### src/rtl/lfsr_range_rng.sv
`default_nettype none
// ============================================================================
// lfsr_range_rng : Fibonacci-LFSR generator returning values in 0..RANGE-1
// Rev 1.0
// ============================================================================
module lfsr_range_rng #(
    parameter int unsigned       LFSR_W    = 16,
    parameter logic [LFSR_W-1:0] TAPS      = 16'hB400,
    parameter logic [LFSR_W-1:0] SEED      = 16'h0005,
    parameter int unsigned       OUT_W     = 2,
    parameter int unsigned       RANGE     = 3,
    parameter int unsigned       MAX_TRIES = 4
) (
    input  logic              clk,
    input  logic              reset,
    input  logic              enable_i,
    input  logic              req_i,
    input  logic              seed_load_i,
    input  logic [LFSR_W-1:0] seed_i,
    output logic              rnd_valid_o,
    output logic [OUT_W-1:0]  rnd_out_o,
    output logic              busy_o,
    output logic              lockup_fix_o
);

    localparam int unsigned       TRY_W    = $clog2(MAX_TRIES) + 1;
    localparam logic [LFSR_W-1:0] SEED_EFF = (SEED == '0) ? LFSR_W'(1) : SEED;
    localparam logic [OUT_W:0]    RANGE_X  = (OUT_W + 1)'(RANGE);
    localparam logic [OUT_W-1:0]  RANGE_L  = OUT_W'(RANGE);
    localparam logic [TRY_W-1:0]  LAST_TRY = TRY_W'(MAX_TRIES - 1);

    typedef enum logic [0:0] {
        ST_IDLE = 1'b0,
        ST_DRAW = 1'b1
    } state_t;

    state_t              state_q;
    logic [LFSR_W-1:0]   lfsr_q;
    logic [TRY_W-1:0]    tries_q;
    logic [OUT_W-1:0]    rnd_out_q;
    logic                rnd_valid_q;
    logic                busy_q;
    logic                lockup_fix_q;

    logic [LFSR_W-1:0]   w_lfsr_step;
    logic [OUT_W-1:0]    w_cand;
    logic                w_cand_ok;

    assign w_lfsr_step = {lfsr_q[LFSR_W-2:0], ^(lfsr_q & TAPS)};
    // Candidate is taken from the state before this edge's step.
    assign w_cand      = lfsr_q[OUT_W-1:0];
    assign w_cand_ok   = ({1'b0, w_cand} < RANGE_X);

    always_ff @(posedge clk) begin
        if (!reset) begin
            lfsr_q       <= SEED_EFF;
            state_q      <= ST_IDLE;
            tries_q      <= '0;
            rnd_out_q    <= '0;
            rnd_valid_q  <= 1'b0;
            busy_q       <= 1'b0;
            lockup_fix_q <= 1'b0;
        end else begin
            rnd_valid_q  <= 1'b0;
            lockup_fix_q <= 1'b0;
            if (seed_load_i) begin
                lfsr_q  <= (seed_i == '0) ? SEED_EFF : seed_i;
                state_q <= ST_IDLE;
                busy_q  <= 1'b0;
            end else if (lfsr_q == '0) begin
                // Recovery edge: FSM and retry count are frozen.
                lfsr_q       <= SEED_EFF;
                lockup_fix_q <= 1'b1;
            end else begin
                if ((state_q == ST_DRAW) || enable_i) begin
                    lfsr_q <= w_lfsr_step;
                end
                case (state_q)
                    ST_IDLE: begin
                        if (req_i) begin
                            state_q <= ST_DRAW;
                            tries_q <= '0;
                            busy_q  <= 1'b1;
                        end
                    end
                    ST_DRAW: begin
                        if (w_cand_ok) begin
                            rnd_out_q   <= w_cand;
                            rnd_valid_q <= 1'b1;
                            state_q     <= ST_IDLE;
                            busy_q      <= 1'b0;
                        end else if (tries_q == LAST_TRY) begin
                            // Out of retries: fold the rejected value into range.
                            rnd_out_q   <= w_cand - RANGE_L;
                            rnd_valid_q <= 1'b1;
                            state_q     <= ST_IDLE;
                            busy_q      <= 1'b0;
                        end else begin
                            tries_q <= tries_q + 1'b1;
                        end
                    end
                    default: begin
                        state_q <= ST_IDLE;
                        busy_q  <= 1'b0;
                    end
                endcase
            end
        end
    end

    assign rnd_valid_o  = rnd_valid_q;
    assign rnd_out_o    = rnd_out_q;
    assign busy_o       = busy_q;
    assign lockup_fix_o = lockup_fix_q;

endmodule
`default_nettype wire
### config.mk
export PLATFORM = sky130hd
export DESIGN_NAME = lfsr_range_rng
export DESIGN_NICKNAME = d
export VERILOG_FILES = /design/src/rtl/lfsr_range_rng.sv
export SDC_FILE = /design/constraint.sdc
export NUM_CORES = 1
export LEC_CHECK = 0
export CAP_MARGIN = 0
export CORE_AREA = 8 8 58 60
export DETAILED_ROUTE_END_ITERATION = 8
export DIE_AREA = 0 0 66 68
export MAX_ROUTING_LAYER = met4
export PLACE_DENSITY = 0.8
export SYNTH_ARGS = -nofsm -noshare
export SYNTH_HDL_FRONTEND = slang
export SYNTH_SLANG_ARGS = --single-unit
### constraint.sdc
create_clock -name clk -period 3.6 [get_ports clk]
set_input_delay 1.08 -clock clk [delete_from_list [all_inputs] [get_ports clk]]
set_output_delay 1.08 -clock clk [all_outputs]
set_load 0.02 [all_outputs]
==> run_results.csv, run 1 <==
group,metric,value,unit
run_status,status,"completed",
grt,grt_overflow,0,
synth,synthCells,138,
power_and_ir_drop,peakVddDrop,0.000235,V
drt,routedWlPerCell,15.5,µm
power_and_ir_drop,p_per_area,356,mW/mm²
power_and_ir_drop,p_switching,156,µW
layout,syn_to_final_growth,22.2,%
clock_tree,clockBufferDepth,2,
drt,detail_route.wirelength,2960,µm
sta,hold_slack,469,ps
placed_design,placed_cell_area,0.00153,mm²
sta,period_share,73.2,%
sta,relSlewSlack,49.6,%
die,die_area,0.00449,mm²
placed_design,dp_hpwl,2310,µm
drt,dr.first_iter.drc_count,50,
sta,slew_violations,0,
grt,antenna_found_initial,0,
sta,worst_pin_slew,756,ps
synth,synth-async-reset-ratio,0,%
die,die_h,68,µm
critical_path,cp_data_arrival_time,2840,ps
job,maxCapViolCount,0,
die,core-area,0.00257,mm²
die,boundaryPins,26,
grt,met3_usage,3.27,%
synth,synth_cell_types,31,
clock_tree,cts_buffers,3,
hold_path,hp-class,"flop to flop",
grt,grt_pass1_wl,5140,µm
synth,ys.flop_type,"dfxtp_1",
sta,tns,0,ps
clock_tree,cts_root_buf,"clkbuf_4",
clock_tree,clock_latency,330,ps
drt,vias,1096,
die,start_util,49.7,%
grt,busiest_layer,"met2",
critical_path,start_kind,"input port",
placed_design,portBuffers,25,
synth,seq_area_frac_synth,39.3,%
sta,finalCriticalPeriod,2630,ps
clock_tree,cts_hold_buffers,0,
power_and_ir_drop,p_clk_share,23.2,%
clock_tree,cts.sinks,25,
clock_tree,h-tree-depth,1,
clock_tree,cts.clk_slew.worst_paths,130,ps
grt,grt.met1_usage,17.3,%
grt,grt_pass1_vias,1130,
synth,avgSynthCellArea,9.24,µm²
clock_tree,cts_tree,"yes",
power_and_ir_drop,sequentialPowerShare,56.7,%
critical_path,path_class,"input port to flop",
synth,synth_enable_flop_cells,0,
sta,setup_viol,0,
sta,hold_viol,0,
drt,antenna_left,0,
synth,yosys_warnings,0,
die,die_x,66,µm
synth,syn-num-nets,162,
power_and_ir_drop,sw_frac_of_total,28.0,%
sta,rsz0062_at_grt,"false",
placed_design,globalplace.congestion,0.890,
layout,design_area,0.00156,mm²
power_and_ir_drop,leakage,0.000574,µW
layout,drive_above_1_share,11.9,%
clock_tree,ctsResizeCount,0,
die,rows,19,
power_and_ir_drop,combPwrFrac,20.1,%
power_and_ir_drop,p_int,400,µW
sta,max_freq,0.380,GHz
layout,diodes,0,
synth,netlist_area,0.00127,mm²
layout,layout.nets,185,
synth,ys_ff_latch,25,
critical_path,path_max_fanout,16,
drt,drt_first_pass_iters,4,
critical_path,end_kind,"flop",
layout,fillCellCount,236,
grt,grt_max_degree,17,
drt,drc,0,
grt,use_met2,23.4,%
critical_path,cp_data_required_time,3800,ps
clock_tree,post-cts-setup-buffers,0,
grt,track_usage,14.9,%
drt,avgViaCountPerCell,5.74,
sta,clock_skew,5.33,ps
[sequential cells by signal (all words and copies together), names as in the netlist]
register / cells
lockup_fix_o: 1
state_q: 1
rnd_valid_o: 1
lfsr_q: 16
tries_q: 3
busy_o: 1
rnd_out_o: 2
[power groups by stage]
| stage | logic [µW] | registers (µW) | clock network [µW] |
|---|---|---|---|
| global route | 122 | 318 | 143 |
| CTS | 112 | 315 | 133 |
| detailed placement | 111 | 321 | 0 |
| global placement | 108 | 320 | 0 |
| finish | 111 | 315 | 129 |
| floorplan | 73.4 | 316 | 0 |
[path summary, 6_finish.rpt]
path / to / slack (ps) / cells after the start / from
worst max-delay path: lfsr_q[0] / 970 / 6 / reset
worst min-delay path: rnd_out_o[0] / 470 / 2 / rnd_out_o[0]
worst max register to register: lfsr_q[12] / 1530 / 6 / lfsr_q[12]
worst min register to register: rnd_out_o[0] / 470 / 2 / rnd_out_o[0]
[routing by layer]
| metal | share of wire (%) | vias up |
|---|---|---|
| met4 | 2.0 | 0 |
| li1 | - | 544 |
| met3 | 4.8 | 7 |
| met1 | 45 | 516 |
| met5 | 0 | - |
| met2 | 48 | 29 |
[layout by cell type, fill, tap and decap left out, drive strengths merged]
cell	instances
nor2b	3
a2bb2oi	14
a21oi	1
and4	1
clkbuf	3
a211oi	1
clkinv	1
buf	1
nand2	21
or2	1
o22ai	2
nand3b	3
dfxtp	25
a21boi	2
mux2i	5
nor2	4
nor4	6
or3	2
xnor2	2
o21ai	15
and2	1
nor3	4
ha	3
a41oi	3
inv	6
nor4b	1
nand2b	1
clkdlybuf4s50	25
nand4	1
nand3	2
[worst max-delay path: stages]
cell             delay [ps]
clkdlybuf4s50_1         720
nand2b_1                210
a41oi_1                 230
buf_4                   220
a21boi_0                270
o22ai_2                 110
[final cells by class]
class	count	area, µm²	area share, %
timing repair buffer	26	258	16.5
clock inverter	1	5.00	0.321
clock buffer	3	22.5	1.45
sequential	25	500	32.1
inverter	6	22.5	1.45
tap	31	38.8	2.49
multi-input combinational	99	711	45.6
[synth_stat cells (2+ instances only)]
cell	number	area, µm²
dfxtp_1	25	500
nand2_1	21	78.8
o21ai_0	15	75.1
a2bb2oi_2	8	120
a2bb2oi_1	6	52.6
clkbuf_1	6	22.5
inv_1	6	22.5
mux2i_1	5	50.1
nor2_1	4	15.0
nor3_1	4	20.0
nor4_1	4	25.0
a41oi_1	3	26.3
ha_1	3	37.5
nand3b_1	3	22.5
nor2b_1	3	18.8
a21boi_0	2	15.0
nand3_1	2	10.0
nor4_2	2	25.0
o22ai_2	2	25.0
or3_1	2	12.5
xnor2_1	2	17.5
[kinds of logic (layout without fill, tap and decap cells)]
logic type      after synthesis  in the layout  share of synthesized area [%]
compound gates               38             38                           25.6
xor+xnor                      2              2                           1.37
fa+ha+maj                     3              3                           2.94
buf+inv                      14             36                           5.00
flops                        25             25                           39.3
mux                           5              5                           3.93
simple gates                 51             51                           21.9
[stage by stage]
step / setup slack (ps) / power, µW / utilization [%] / std cells
floorplan: 1480 / 390 / - / 138
global route: 814 / 583 / 60.7 / 191
detailed placement: 641 / 432 / 59.6 / 187
global placement: 772 / 428 / 59.6 / 187
finish: 966 / 555 / 60.7 / 191
CTS: 996 / 559 / 60.7 / 191
Power figures use the tool's default switching activity.
==> run 2, diff against run 1 <==
CORE_AREA = 8 8 63 65   (was 8 8 58 60)
DIE_AREA = 0 0 71 73   (was 0 0 66 68)
PLACE_DENSITY = 0.7   (was 0.8)
clock period = 2.25 ns   (was 3.6 ns; I/O delays follow)
==> run 2 against run 1 <==
Utilization is 6.1 points lower. Clock skew is 9.3 ps higher. Largest cell class unchanged. Routed wire length down 5.5%. Global-route usage shrank 3.3 points. Critical path depth decreased by 5. Combinational power up 68%. Worst setup slack got worse by 670 ps. Final cell count is 3.7% higher. Power increased by 60%. Non-clock buffer count is 5 higher. Hold slack improved by 1.6 ps. Register-to-register slack lost 1100 ps.
==> run_results.csv, run 2 (synthesized netlist as in run 1, its figures left out) <==
group,metric,value,unit
layout,layout_common_cells,"25 x dfxtp_1, 25 x clkdlybuf4s50_1, 21 x nand2_1, 15 x o21ai_0, 8 x a2bb2oi_2",
sta,layout_setup_ws,294,ps
grt,grt_pass1_vias,1091,
critical_path,timing.critical_path.cells,"clkdlybuf4s50_1",
grt,grt_max_degree,17,
sta,rsz0062_at_grt,"false",
drt,vias,1093,
critical_path,path_class,"flop to output pin",
clock_tree,h-tree-depth,1,
placed_design,place_ws,119,ps
placed_design,portBuffers,25,
drt,drt_first_pass_iters,4,
critical_path,slowest_delay,610,ps
critical_path,critPathSlowestCell,"clkdlybuf4s50_1",
die,die_area,0.00518,mm²
layout,largest_register,"lfsr_q",
sta,relSlewSlack,54.7,%
drt,routedWlPerCell,14.1,µm
die,die_h,73,µm
clock_tree,post-cts-setup-buffers,0,
grt,antenna_found_initial,0,
clock_tree,ctsResizeCount,0,
die,rows,20,
grt,grt_overflow,0,
power_and_ir_drop,combPwrFrac,21.0,%
critical_path,cp_data_required_time,1570,ps
sta,max_freq,0.511,GHz
clock_tree,cts_tree,"yes",
power_and_ir_drop,p_switching,240,µW
sta,finalCriticalPeriod,1960,ps
die,start_util,43.2,%
critical_path,path_max_fanout,2,
power_and_ir_drop,leakage,0.000604,µW
clock_tree,clock_latency,310,ps
sta,period_share,86.9,%
hold_path,hp-class,"flop to flop",
die,core-area,0.00295,mm²
grt,grt_pass1_wl,4860,µm
drt,antenna_left,0,
sta,slew_violations,0,
drt,avgViaCountPerCell,5.52,
placed_design,globalplace.congestion,0.806,
sta,tns,0,ps
clock_tree,cts_root_buf,"clkbuf_4",
power_and_ir_drop,sw_frac_of_total,27.0,%
clock_tree,clockBufferDepth,2,
die,boundaryPins,26,
sta,hold_viol,0,
critical_path,crit_buf_inv,1,
layout,syn_to_final_growth,26.3,%
layout,drive_above_1_share,14.5,%
placed_design,dp_hpwl,2270,µm
drt,drc,0,
power_and_ir_drop,sequentialPowerShare,56.8,%
job,maxCapViolCount,0,
clock_tree,cts_buffers,3,
sta,worst_pin_slew,677,ps
layout,diodes,0,
clock_tree,cts.sinks,25,
clock_tree,cts.clk_slew.worst_paths,140,ps
power_and_ir_drop,p_clk_share,22.2,%
layout,layout.nets,190,
power_and_ir_drop,peakVddDrop,0.000296,V
drt,detail_route.wirelength,2800,µm
clock_tree,cts_hold_buffers,0,
critical_path,start_kind,"flop",
sta,clock_skew,14.6,ps
critical_path,cp_top_family,"buffers and inverters",
grt,track_usage,11.6,%
sta,setup_viol,0,
run_status,status,"completed",
critical_path,end_kind,"output pin",
drt,dr.first_iter.drc_count,42,
layout,largest_register_ffs,16,
critical_path,cp_data_arrival_time,1280,ps
layout,fillCellCount,282,
power_and_ir_drop,p_per_area,551,mW/mm²
die,die_x,71,µm
power_and_ir_drop,p_int,647,µW
-- run 2: cell count changes in the layout (fill, tap and decap cells not counted) --
cell    before  now
buf_4        1    5
buf_12       0    1
-- run 2: power by group through the flow --
stage          clock [µW]  combinational (µW)  sequential [µW]
6_report              197                 186              503
5_1_grt               222                 204              507
4_1_cts               204                 188              503
3_5_place_dp            0                 187              513
3_3_place_gp            0                 182              512
2_1_floorplan           0                 117              506
-- run 2: layer usage --
layer,track usage (%),share of wire (%)
met1,13.9,48
met2,19.7,48
met3,2.20,4.2
met4,2.08,0
met5,-,0
-- run 2: layout make-up --
class / instances / area, µm² / share of cell area, %
Multi-Input combinational cell: 99 / 711 / 44.1
Timing Repair Buffer: 31 / 308 / 19.1
Clock inverter: 1 / 5.00 / 0.311
Inverter: 6 / 22.5 / 1.40
Sequential cell: 25 / 500 / 31.1
Clock buffer: 3 / 22.5 / 1.40
Tap cell: 33 / 41.3 / 2.56
-- run 2: worst paths after layout --
check,start,endpoint,slack [ps],depth (start not counted)
worst max-delay path,rnd_out_o[1],rnd_out_o[1],290,1
worst min register to register,rnd_out_o[1],rnd_out_o[1],470,2
worst min-delay path,rnd_out_o[1],rnd_out_o[1],470,2
worst max register to register,lfsr_q[12],lfsr_q[11],470,7
-- run 2: through the flow --
stage          cells  hold WS, ps  total power, µW  instance area (µm²)  util, %
5_1_grt          198          504              934                 1610     54.5
3_3_place_gp     194          444              694                 1580     53.6
2_1_floorplan    138          438              623                 1270        -
3_5_place_dp     194          455              700                 1580     53.6
6_report         198          471              886                 1610     54.5
4_1_cts          198          474              894                 1610     54.5
==> run 3, diff against run 2 <==
CORE_AREA = 8 8 62 64   (was 8 8 63 65)
CTS_BUF_LIST = sky130_fd_sc_hd__clkbuf_8   (was unset)
DIE_AREA = 0 0 70 72   (was 0 0 71 73)
GPL_TIMING_DRIVEN = 0   (was unset)
PLACE_DENSITY = 0.73   (was 0.7)
==> run 3 against run 2 <==
Clock power grew 38%. Critical path depth grew 5. Final cell count grew 1.0%. Critical path type is now input port to flop. Largest cell class unchanged. Highest routed layer is now met4.
==> run_results.csv, run 3 (synthesized netlist as in run 1, its figures left out) <==
group,metric,value,unit
placed_design,dp_hpwl,2330,µm
layout,diodes,0,
clock_tree,clockBufferDepth,2,
hold_path,worstHoldPathCells,2,
sta,period_share,91.7,%
die,die_area,0.00504,mm²
drt,avgViaCountPerCell,5.64,
power_and_ir_drop,p_per_area,593,mW/mm²
job,maxCapViolCount,0,
drt,antenna_left,0,
critical_path,path_class,"input port to flop",
clock_tree,cts.sinks,25,
grt,grt_pass1_vias,1153,
drt,drc,0,
grt,grt_overflow,0,
placed_design,globalplace.congestion,0.825,
grt,grt_max_degree,15,
power_and_ir_drop,p_int,701,µW
sta,setup_viol,0,
critical_path,cp_top_family,"buffers and inverters",
drt,drt_first_pass_iters,4,
critical_path,path_depth,6,
hold_path,hp-class,"flop to flop",
power_and_ir_drop,sequentialPowerShare,52.3,%
clock_tree,clock_latency,280,ps
layout,largest_register,"lfsr_q",
clock_tree,cts.clk_slew.worst_paths,90,ps
power_and_ir_drop,leakage,0.000598,µW
layout,final_cell_count_no_fill,200,
die,rows,20,
critical_path,timing.critical_path.cells,"clkdlybuf4s50_1 -> nand2b_1 -> a41oi_2 -> clkbuf_2 -> o21ai_0 -> a2bb2oi_2",
sta,rsz0062_at_grt,"false",
die,core-area,0.00290,mm²
critical_path,cp_data_required_time,2470,ps
sta,relSlewSlack,67.7,%
power_and_ir_drop,p_switching,261,µW
power_and_ir_drop,peakVddDrop,0.000439,V
layout,layout.nets,192,
layout,layout_common_cells,"25 x dfxtp_1, 25 x clkdlybuf4s50_1, 21 x nand2_1, 15 x o21ai_0, 8 x a2bb2oi_2",
grt,track_usage,12.7,%
drt,routedWlPerCell,14.8,µm
sta,finalCriticalPeriod,2060,ps
sta,tns,0,ps
drt,detail_route.wirelength,2960,µm
critical_path,cp_data_arrival_time,2280,ps
drt,vias,1128,
clock_tree,cts_root_buf,"clkbuf_8",
critical_path,crit_buf_inv,2,
critical_path,critPathSlowestCell,"clkdlybuf4s50_1",
clock_tree,cts_buffers,3,
critical_path,start_kind,"input port",
power_and_ir_drop,combPwrFrac,19.5,%
placed_design,portBuffers,25,
die,start_util,43.9,%
placed_design,dp.cells,196,
sta,max_freq,0.485,GHz
die,die_x,70,µm
die,boundaryPins,26,
critical_path,ff2ff_path_depth,8,
clock_tree,h-tree-depth,1,
critical_path,slowest_delay,480,ps
clock_tree,cts_tree,"yes",
run_status,status,"completed",
die,die_h,72,µm
power_and_ir_drop,p_clk_share,28.2,%
power_and_ir_drop,sw_frac_of_total,27.1,%
sta,slew_violations,0,
critical_path,path_max_fanout,10,
layout,syn_to_final_growth,27.2,%
layout,drive_above_1_share,13.2,%
sta,worst_pin_slew,481,ps
layout,largest_register_ffs,16,
critical_path,end_kind,"flop",
sta,clock_skew,2.35,ps
grt,grt_pass1_wl,5190,µm
sta,hold_viol,0,
grt,antenna_found_initial,0,
clock_tree,post-cts-setup-buffers,0,
drt,dr.first_iter.drc_count,80,
## run 3: changes by cell type in the layout (fill, tap and decap cells not counted), moves of 3 or more
| cell | previous run | this run |
|---|---|---|
| clkbuf_4 | 3 | 0 |
| clkbuf_1 | 0 | 5 |
| buf_4 | 5 | 1 |
| clkbuf_8 | 0 | 3 |
## run 3: worst paths after layout
kind | slack, ps | startpoint | endpoint
setup / recovery | 190 | seed_load_i | lfsr_q[6]
hold / removal | 460 | tries_q[2] | tries_q[2]
setup reg to reg | 350 | lfsr_q[12] | lfsr_q[4]
hold reg to reg | 460 | tries_q[2] | tries_q[2]
## run 3: layer usage
metal | vias to the layer above | global-route usage (%) | wire (µm) | part of all wire, %
met5 | - | - | 0 | 0
met4 | 0 | 5.36 | 45 | 1.5
met3 | 3 | 2.73 | 113 | 3.8
met2 | 31 | 21.3 | 1360 | 46
met1 | 530 | 14.3 | 1440 | 49
li1 | 564 | - | - | -
## run 3: what timing repair did
item                       in CTS  in global routing
hold buffers                    0                  0
resized for setup               1                  2
pin swaps                       0                  0
setup endpoints to repair       3                 10
## run 3: worst register-to-register path, cell delays in order (launching register included)
cell and delay, ps:
dfxtp_1 370, inv_1 50, ha_1 180, nor4b_2 180
and4_4 210, or3_1 350, buf_4 170, buf_6 150
a2bb2oi_2 130
## run 3: layout make-up
type	count	area [µm²]
fillers	262	1280
multi-input cells	99	718
flip-flops and latches	25	500
repair buffers	25	250
plain buffers	8	42.5
clock buffers	3	41.3
well taps	33	41.3
inverters	6	22.5
clock inverters	1	5.00
## run 3: metrics by stage
step	hold slack, ps	power, µW	utilization (%)	instance area, µm²	setup WS, ps
global placement	445	692	54.0	1570	-270
finish	465	961	55.9	1620	188
detailed placement	453	697	54.0	1570	-307
CTS	470	970	55.8	1620	99.0
floorplan	438	623	-	1270	505
global route	500	1010	55.9	1620	56.1
## run 3: power groups by stage
stage | sequential (µW) | clock [µW] | combinational (µW)
2_1_floorplan | 506 | 0 | 117
3_3_place_gp | 511 | 0 | 181
3_5_place_dp | 513 | 0 | 184
4_1_cts | 502 | 280 | 187
5_1_grt | 506 | 298 | 203
6_report | 502 | 271 | 187
